$ cat src/rtl/date_sequencer.sv
// Calendar date register (2000..2099) with day tick, validated load,
// and registered month/year rollover and load-error pulses.
module date_sequencer (
  input  logic       clk,
  input  logic       rst_n,
  input  logic       tick,
  input  logic       load,
  input  logic [4:0] load_day,
  input  logic [3:0] load_month,
  input  logic [6:0] load_year,
  output logic [4:0] today,
  output logic [3:0] month,
  output logic [6:0] year,
  output logic [1:0] month_type,
  output logic       month_end,
  output logic       year_end,
  output logic       load_err
);

  // Length class: 00=28, 01=29, 10=30, 11=31. Every multiple of 4 in
  // 2000..2099 is a leap year (2000 included), so year[1:0]==0 suffices.
  function automatic logic [1:0] mtype_of(input logic [3:0] m, input logic [6:0] y);
    case (m)
      4'd2:                       return (y[1:0] == 2'b00) ? 2'b01 : 2'b00;
      4'd4, 4'd6, 4'd9, 4'd11:    return 2'b10;
      default:                    return 2'b11;
    endcase
  endfunction

  // Class encoding is chosen so days-in-month is simply 28 + class.
  function automatic logic [4:0] dim_of(input logic [1:0] mt);
    return 5'd28 + {3'b000, mt};
  endfunction

  logic [4:0] cur_dim, ld_dim;
  logic       cur_valid, ld_ok;
  logic [4:0] nxt_day;
  logic [3:0] nxt_month;
  logic [6:0] nxt_year;
  logic       nxt_me, nxt_ye, nxt_err;

  // Current-date decode and load validation
  always_comb begin
    month_type = mtype_of(month, year);
    cur_dim    = dim_of(month_type);
    ld_dim     = dim_of(mtype_of(load_month, load_year));
    cur_valid  = (month >= 4'd1) && (month <= 4'd12) && (year <= 7'd99) &&
                 (today >= 5'd1) && (today <= cur_dim);
    ld_ok      = (load_month >= 4'd1) && (load_month <= 4'd12) &&
                 (load_year <= 7'd99) &&
                 (load_day >= 5'd1) && (load_day <= ld_dim);
  end

  // Next date and pulses; load wins over tick even when rejected
  always_comb begin
    nxt_day   = today;
    nxt_month = month;
    nxt_year  = year;
    nxt_me    = 1'b0;
    nxt_ye    = 1'b0;
    nxt_err   = 1'b0;
    if (load) begin
      if (ld_ok) begin
        nxt_day   = load_day;
        nxt_month = load_month;
        nxt_year  = load_year;
      end else begin
        nxt_err = 1'b1;
      end
    end else if (tick) begin
      if (!cur_valid) begin
        // Corrupted state recovers to the epoch without signalling a rollover
        nxt_day   = 5'd1;
        nxt_month = 4'd1;
        nxt_year  = 7'd0;
      end else if (today < cur_dim) begin
        nxt_day = today + 5'd1;
      end else begin
        nxt_day = 5'd1;
        nxt_me  = 1'b1;
        if (month == 4'd12) begin
          nxt_month = 4'd1;
          nxt_ye    = 1'b1;
          nxt_year  = (year == 7'd99) ? 7'd0 : year + 7'd1;
        end else begin
          nxt_month = month + 4'd1;
        end
      end
    end
  end

  // Date and pulse registers; reset clears any pending pulse
  always_ff @(posedge clk) begin
    if (!rst_n) begin
      today     <= 5'd1;
      month     <= 4'd1;
      year      <= 7'd0;
      month_end <= 1'b0;
      year_end  <= 1'b0;
      load_err  <= 1'b0;
    end else begin
      today     <= nxt_day;
      month     <= nxt_month;
      year      <= nxt_year;
      month_end <= nxt_me;
      year_end  <= nxt_ye;
      load_err  <= nxt_err;
    end
  end

endmodule

$ cat config.mk
export PLATFORM = sky130hd
export DESIGN_NAME = date_sequencer
export DESIGN_NICKNAME = d
export VERILOG_FILES = /design/src/rtl/date_sequencer.sv
export SDC_FILE = /design/constraint.sdc
export NUM_CORES = 1
export LEC_CHECK = 0
export ABC_AREA = 1
export BUFFER_PORTS_ARGS = -buffer_cell sky130_fd_sc_hd__buf_2
export CAP_MARGIN = 20
export CORE_MARGIN = 2
export CORE_UTILIZATION = 56
export DETAILED_ROUTE_END_ITERATION = 16
export GPL_ROUTABILITY_DRIVEN = 1
export PLACE_DENSITY = 0.86
export SLEW_MARGIN = 10
export SYNTH_ARGS = -nofsm -noshare
export SYNTH_HDL_FRONTEND = slang
export SYNTH_SLANG_ARGS = --single-unit
$ cat constraint.sdc
create_clock -name clk -period 5.17 [get_ports clk]
set_input_delay 0 -clock clk [delete_from_list [all_inputs] [get_ports clk]]
set_output_delay 0 -clock clk [all_outputs]
set_load 0.01 [all_outputs]
Yosys cells after proc, flatten, opt, wreduce, memory -nomap -nowiden
Cells that the tools add are included.

storage, ports and cells
  flip-flop bits (word level) = 19
  bits of input ports = 20
  output and inout bits = 21
  word-level logic and storage cells = 84

cells by class
  add/sub/neg operators = 5
  $lt $le $gt $ge = 11
  eq/ne operators = 15
  multiplexer cells = 25
  bitwise operators = 3
  reductions and logical operators = 19

operators by type and width
  kind                                                   number
  2-to-1 mux 7 bit                                       7
  2-to-1 mux 5 bit                                       5
  2-to-1 mux 4 bit                                       6
  equality test 4 bit, second input constant             5
  equality test 4 x 3 -> 1 bit, second input constant    4
  less-or-equal comparator 7 bit, second input constant  2
  OR reduction 4 bit                                     3
  >= comparator 5 x 1 -> 1 bit, second input constant    2
  less-or-equal comparator 5 bit                         2
  adder 3 x 3 -> 4 bit, first input constant             2
  equality test 4 x 2 -> 1 bit, second input constant    2
  >= comparator 4 x 1 -> 1 bit, second input constant    2
  less-or-equal comparator 4 bit, second input constant  2
  logical AND 1 bit                                      8
  case mux 2 bit (2 select lines)                        2
  adder 7 x 1 -> 7 bit, second input constant            1
  equality test 7 bit, second input constant             1
  adder 5 x 1 -> 5 bit, second input constant            1
  < comparator 5 bit                                     1
  2-to-1 mux 1 bit                                       5
  OR reduction 5 bit                                     1
  adder 4 x 1 -> 4 bit, second input constant            1
  zero test 2 bit                                        2
  AND reduction 2 bit                                    2
  7 further kinds                                        9

Logic depth before layout (Yosys ltp)
  depth after elaboration = 9
  mapped depth = 15
  gate-level depth less buffers = 15

Worst setup path after synthesis
No wires, ideal clock.

  path type = register to register
  from = register month[0]
  to = register year[0]
  setup time = 0.114 ns
  data arrival time = 2.175 ns
  required time = 5.056 ns
  slack = 2.880 ns
  stages on the path, launching flop included = 15
  path buffers = 0
  period minus slack after synthesis = 2.290 ns
  path through = dfxtp_1 > inv_1 > ha_1 > o21ai_0 > nand2_1 > a21oi_1 > ha_1 > nand2_1 > nand3_2 > nand4_1 > nand2_2 > nor2_8 > nand2_1 > nand2_1 > nor2_2

between the ends
  word-level cells in the longest chain between the ends = 9
  elaborated cells between the ends (all ways) = 23
  classes of those cells = add/sub (1); order compare (4); eq/ne (8); mux (4); reduce/logical (6)

ends and longest elaborated chain
  element                                                                     RTL line  source
  from (decl)                                                                 12        output logic [3:0] month,
  from (signal assigned)                                                      103       month <= nxt_month;
  equality test 4 x 3 -> 1 bit / equality test 4 bit (equally long branches)  23        case (m)
  OR reduction 4 bit                                                          23
  case mux 2 bit (2 select lines) *                                           23
  named net month_type[0]                                                     14        output logic [1:0] month_type,
  adder 3 x 3 -> 4 bit *                                                      32        return 5'd28 + {3'b000, mt};
  less-or-equal comparator 5 bit                                              48        (today >= 5'd1) && (today <= cur_dim);
  logical AND 1 bit                                                           48
  2-to-1 mux 7 bit                                                            71        if (!cur_valid) begin
  2-to-1 mux 7 bit                                                            70        end else if (tick) begin
  2-to-1 mux 7 bit                                                            62        if (load) begin
  to (signal assigned)                                                        104       year <= nxt_year;
  to (decl)                                                                   13        output logic [6:0] year,

Mark *: on every way through the listed nets, which the timed path passes. The rest lies on a longest branch. The select of a mux whose other input is x is not followed.
A chain may end at the register's enable or synchronous reset.

Final worst setup path
  from = register month[0]
  to = register year[0]

between the ends
  word-level cells in the longest chain between the ends = 9
  elaborated cells between the ends (all ways) = 23
  classes of those cells = add/sub (1); order compare (4); eq/ne (8); mux (4); reduce/logical (6)

ends and longest elaborated chain
  element                                                                     RTL line
  equality test 4 x 3 -> 1 bit / equality test 4 bit (equally long branches)  23
  OR reduction 4 bit                                                          23
  case mux 2 bit (2 select lines)                                             23
  adder 3 x 3 -> 4 bit                                                        32
  less-or-equal comparator 5 bit                                              48
  logical AND 1 bit                                                           48
  2-to-1 mux 7 bit                                                            71
  2-to-1 mux 7 bit                                                            70
  2-to-1 mux 7 bit                                                            62

Parallel ways exist; a longest one is shown, timed or not. The select of a mux whose other input is x is not followed.

==> summary.md <==
| Metric | Value |
|---|---|
| Post-synthesis instance total | `263` |
| Power share of the combinational group | `40.5%` |
| RSZ-0062 raised after global routing | `no` |
| Largest cells by area after synthesis | `dfxtp_1 (22%), nand2_1 (15%), nor2_1 (9.9%)` |
| CP Launch Type | `flip-flop` |
| Worst min path class | `primary input to flip-flop` |
| Power Density | `229 nW/um^2` |
| Post-synth top area cell | `dfxtp_1` |
| Initial Util | `57.1%` |
| Design area | `1970 sq um` |
| Die Y | `59.1 microns` |
| Switching Share | `41.6%` |
| CP delay by family, top | `simple AND/OR/NAND/NOR gates` |
| DP Wirelength | `3190 microns` |
| Layout area overhead | `15.6%` |
| Critical path class | `flip-flop to flip-flop` |
| Htree depth | `1` |
| Syn_area_per_cell | `6.47 sq um` |
| Total global-route track usage | `25.4%` |
| DR vias | `1779` |
| CTS root buf | `clkbuf_4` |
| Final Max Tran Viols | `0` |
| Clk_skew | `0.00143 ns` |
| Crit path DAT | `2.58 ns` |
| Top-count cell post-synth | `nand2_1` |
| Crit path top cell by count | `nand2_1` |
| Worst path max stage delay | `0.47 ns` |
| Achievable Freq | `425 MHz` |
| Cell variety after synth | `34` |
| Drt pass-1 iters | `4` |
| Post-synth ARST share | `0%` |
| Final GP Congestion | `0.912` |
| Final period util | `45.5%` |
| Top FF cell, synth | `dfxtp_1` |
| Leakage | `1.07 nW` |
| WL/cell | `12.1 microns` |
| Clk slew on worst S/H paths | `0.12 ns` |
| Synth Net Count | `295` |
| Remaining global-route overflow | `0` |
| Die footprint | `3500 sq um` |
| Max-slew headroom | `76.9%` |
| Setup-failing EPs final | `0` |
| Int Power | `0.000263 W` |
| Longest Clk Path Bufs | `2` |
| Port Buffers | `40` |
| Outcome | `finished clean` |
| WP data required | `5.39 ns` |
| Diodes inserted | `0` |
| Routed vias/inst | `5.26` |
| DRC errors left | `0` |
| Total wire length | `4100 microns` |
| First-pass GRT wire length | `6800 microns` |
| Worst Setup End Kind | `flip-flop` |
| Inserted Clock Buffers | `3` |
| Initial antenna violation count | `0` |
| Final TNS setup | `0 ns` |
| Psw | `0.000188 W` |
| Share of total power in the clock network | `18.0%` |
| Floorplan row count | `20` |
| Routed Antenna Nets | `0` |
| Slew at the pin with the worst max-slew slack | `0.344 ns` |
| CTS Hold Buffers Added | `2` |
| Layout cell share with drive strength beyond 1 | `22.6%` |
| Io pins | `41` |
| Drt initial violations | `68` |
| Period minus WS final | `2.35 ns` |
| Post-Syn Area | `1700 sq um` |
| Max-cap violations | `0` |
| # nets final | `338` |
| List of most frequent post-synthesis cells | `nand2_1 (68), nor2_1 (45), inv_1 (34)` |
| VDD IR-drop max | `0.151 mV` |
| DP Area | `1920 sq um` |
| Die Wd | `59.1 microns` |
| Sequential cell area fraction in the yosys report | `22.4%` |
| Clk Latency, worst-skew pair | `0.31 ns` |
| Final hold vios | `0` |
| Post-cts resize count | `0` |
| Ys Warns | `0` |
| Synth top area share | `22.4%` |
| Slowest CP cell | `dfxtp_1` |
| Fill cells | `285` |
| Post-synth EDFFs | `0` |
| Core area | `2980 sq um` |
| CP Buf/Inv Count | `3` |
| Worst-path maximum fanout | `7` |
| Pin count of the biggest net entering global routing | `19` |
| Synth Register Bits | `19` |
| Register share of total power | `41.5%` |
| Crit path cell chain | `inv_1, ha_1, nand2_1, inv_1, ha_1, inv_1, o21bai_1, nand2_1, nand3_4, nand2_2, nor2_8, nand2_1, nand2_1, nor2_2` |
| CTS Sinks | `19` |
| Number of setup buffers added after CTS | `0` |
| Vias in the first global route | `1575` |
| CTS tree | `done` |
-- tightest hold or removal path, delay by kind of cell --
kind / cells / cell delay (ns)
buffers and inverters: 1 / 0.09
AND/OR/NAND/NOR: 4 / 0.22
-- layout by cell type (no fill, tap or decap) --
master,n
a21oi_4,1
nor2_2,4
nand4_1,5
nand2_2,2
nand3_4,2
nand3_1,12
or2_0,1
ha_1,12
nor4_1,2
nor2_8,1
inv_1,34
o21bai_1,3
nand2_1,68
clkbuf_4,3
dfxtp_1,19
buf_2,40
a21boi_0,1
xor2_1,5
o21a_1,1
xnor2_1,2
dlygate4sd3_1,2
o21ai_2,1
nor2_1,45
clkinv_2,1
a21oi_1,2
or2_1,1
nand3_2,7
o211a_1,1
o22ai_1,4
nor3_1,1
inv_2,2
o21ai_0,14
nor2_4,3
o221ai_1,1
nand2_4,2
-- stage by stage --
step           total power [W]  hold WS [ns]  instances  util, %  setup WS [ns]
2_1_floorplan         0.000316         0.150        263        -           2.88
5_1_grt               0.000483        0.0289        338     66.1           2.62
6_report              0.000451        0.0166        338     66.1           2.82
4_1_cts               0.000452        0.0131        338     66.1           2.84
3_3_place_gp          0.000365         0.301        332     64.5           2.96
3_5_place_dp          0.000370         0.305        332     64.5           2.87
-- cell families after synthesis --
| group | after synthesis | share of synthesized area, % |
|---|---|---|
| buffers and inverters | 40 | 9.34 |
| XOR/XNOR | 7 | 3.60 |
| AO/OA/AOI/OAI | 29 | 11.0 |
| AND/OR/NAND/NOR | 156 | 44.9 |
| flip-flops | 19 | 22.4 |
| adder cells (fa/ha/maj) | 12 | 8.82 |
-- final timing paths --
path                            cells past startpoint    startpoint      end  slack (ns)
worst max-delay path                               14      month[0]  year[0]        2.82
worst min-delay path                                5  load_year[2]  year[2]        0.02
worst max register to register                     14      month[0]  year[0]        2.82
worst min register to register                      2       year[6]  year[6]        0.53
-- metal layers --
metal | track usage [%] | vias to the layer above | wire (microns)
met1 | 32.9 | 800 | 1860
met3 | 2.84 | 9 | 207
met2 | 43.7 | 52 | 1950
met5 | 0 | - | 0
li1 | - | 918 | -
met4 | 8.77 | 0 | 84
-- layout make-up --
class / instances / area, sq um / share of cell area [%]
Multi-Input combinational cell: 204 / 1160 / 59.1
Sequential cell: 19 / 380 / 19.3
Timing Repair Buffer: 42 / 220 / 11.2
Inverter: 36 / 135 / 6.87
Tap cell: 33 / 41.3 / 2.10
Clock buffer: 3 / 22.5 / 1.15
Clock inverter: 1 / 5.00 / 0.254
-- registers in the layout (all words and copies together) (netlist names) --
signal / cells
load_err: 1
month_end: 1
month: 4
year_end: 1
year: 7
today: 5
-- power by group through the flow --
stage | registers, W | logic, W | clock network (W)
2_1_floorplan | 0.000191 | 0.000126 | 0
3_3_place_gp | 0.000189 | 0.000176 | 0
4_1_cts | 0.000186 | 0.000182 | 0.0000839
6_report | 0.000187 | 0.000183 | 0.0000812
3_5_place_dp | 0.000190 | 0.000180 | 0
5_1_grt | 0.000189 | 0.000207 | 0.0000872
Note: power is estimated with default switching activity, not from simulation.
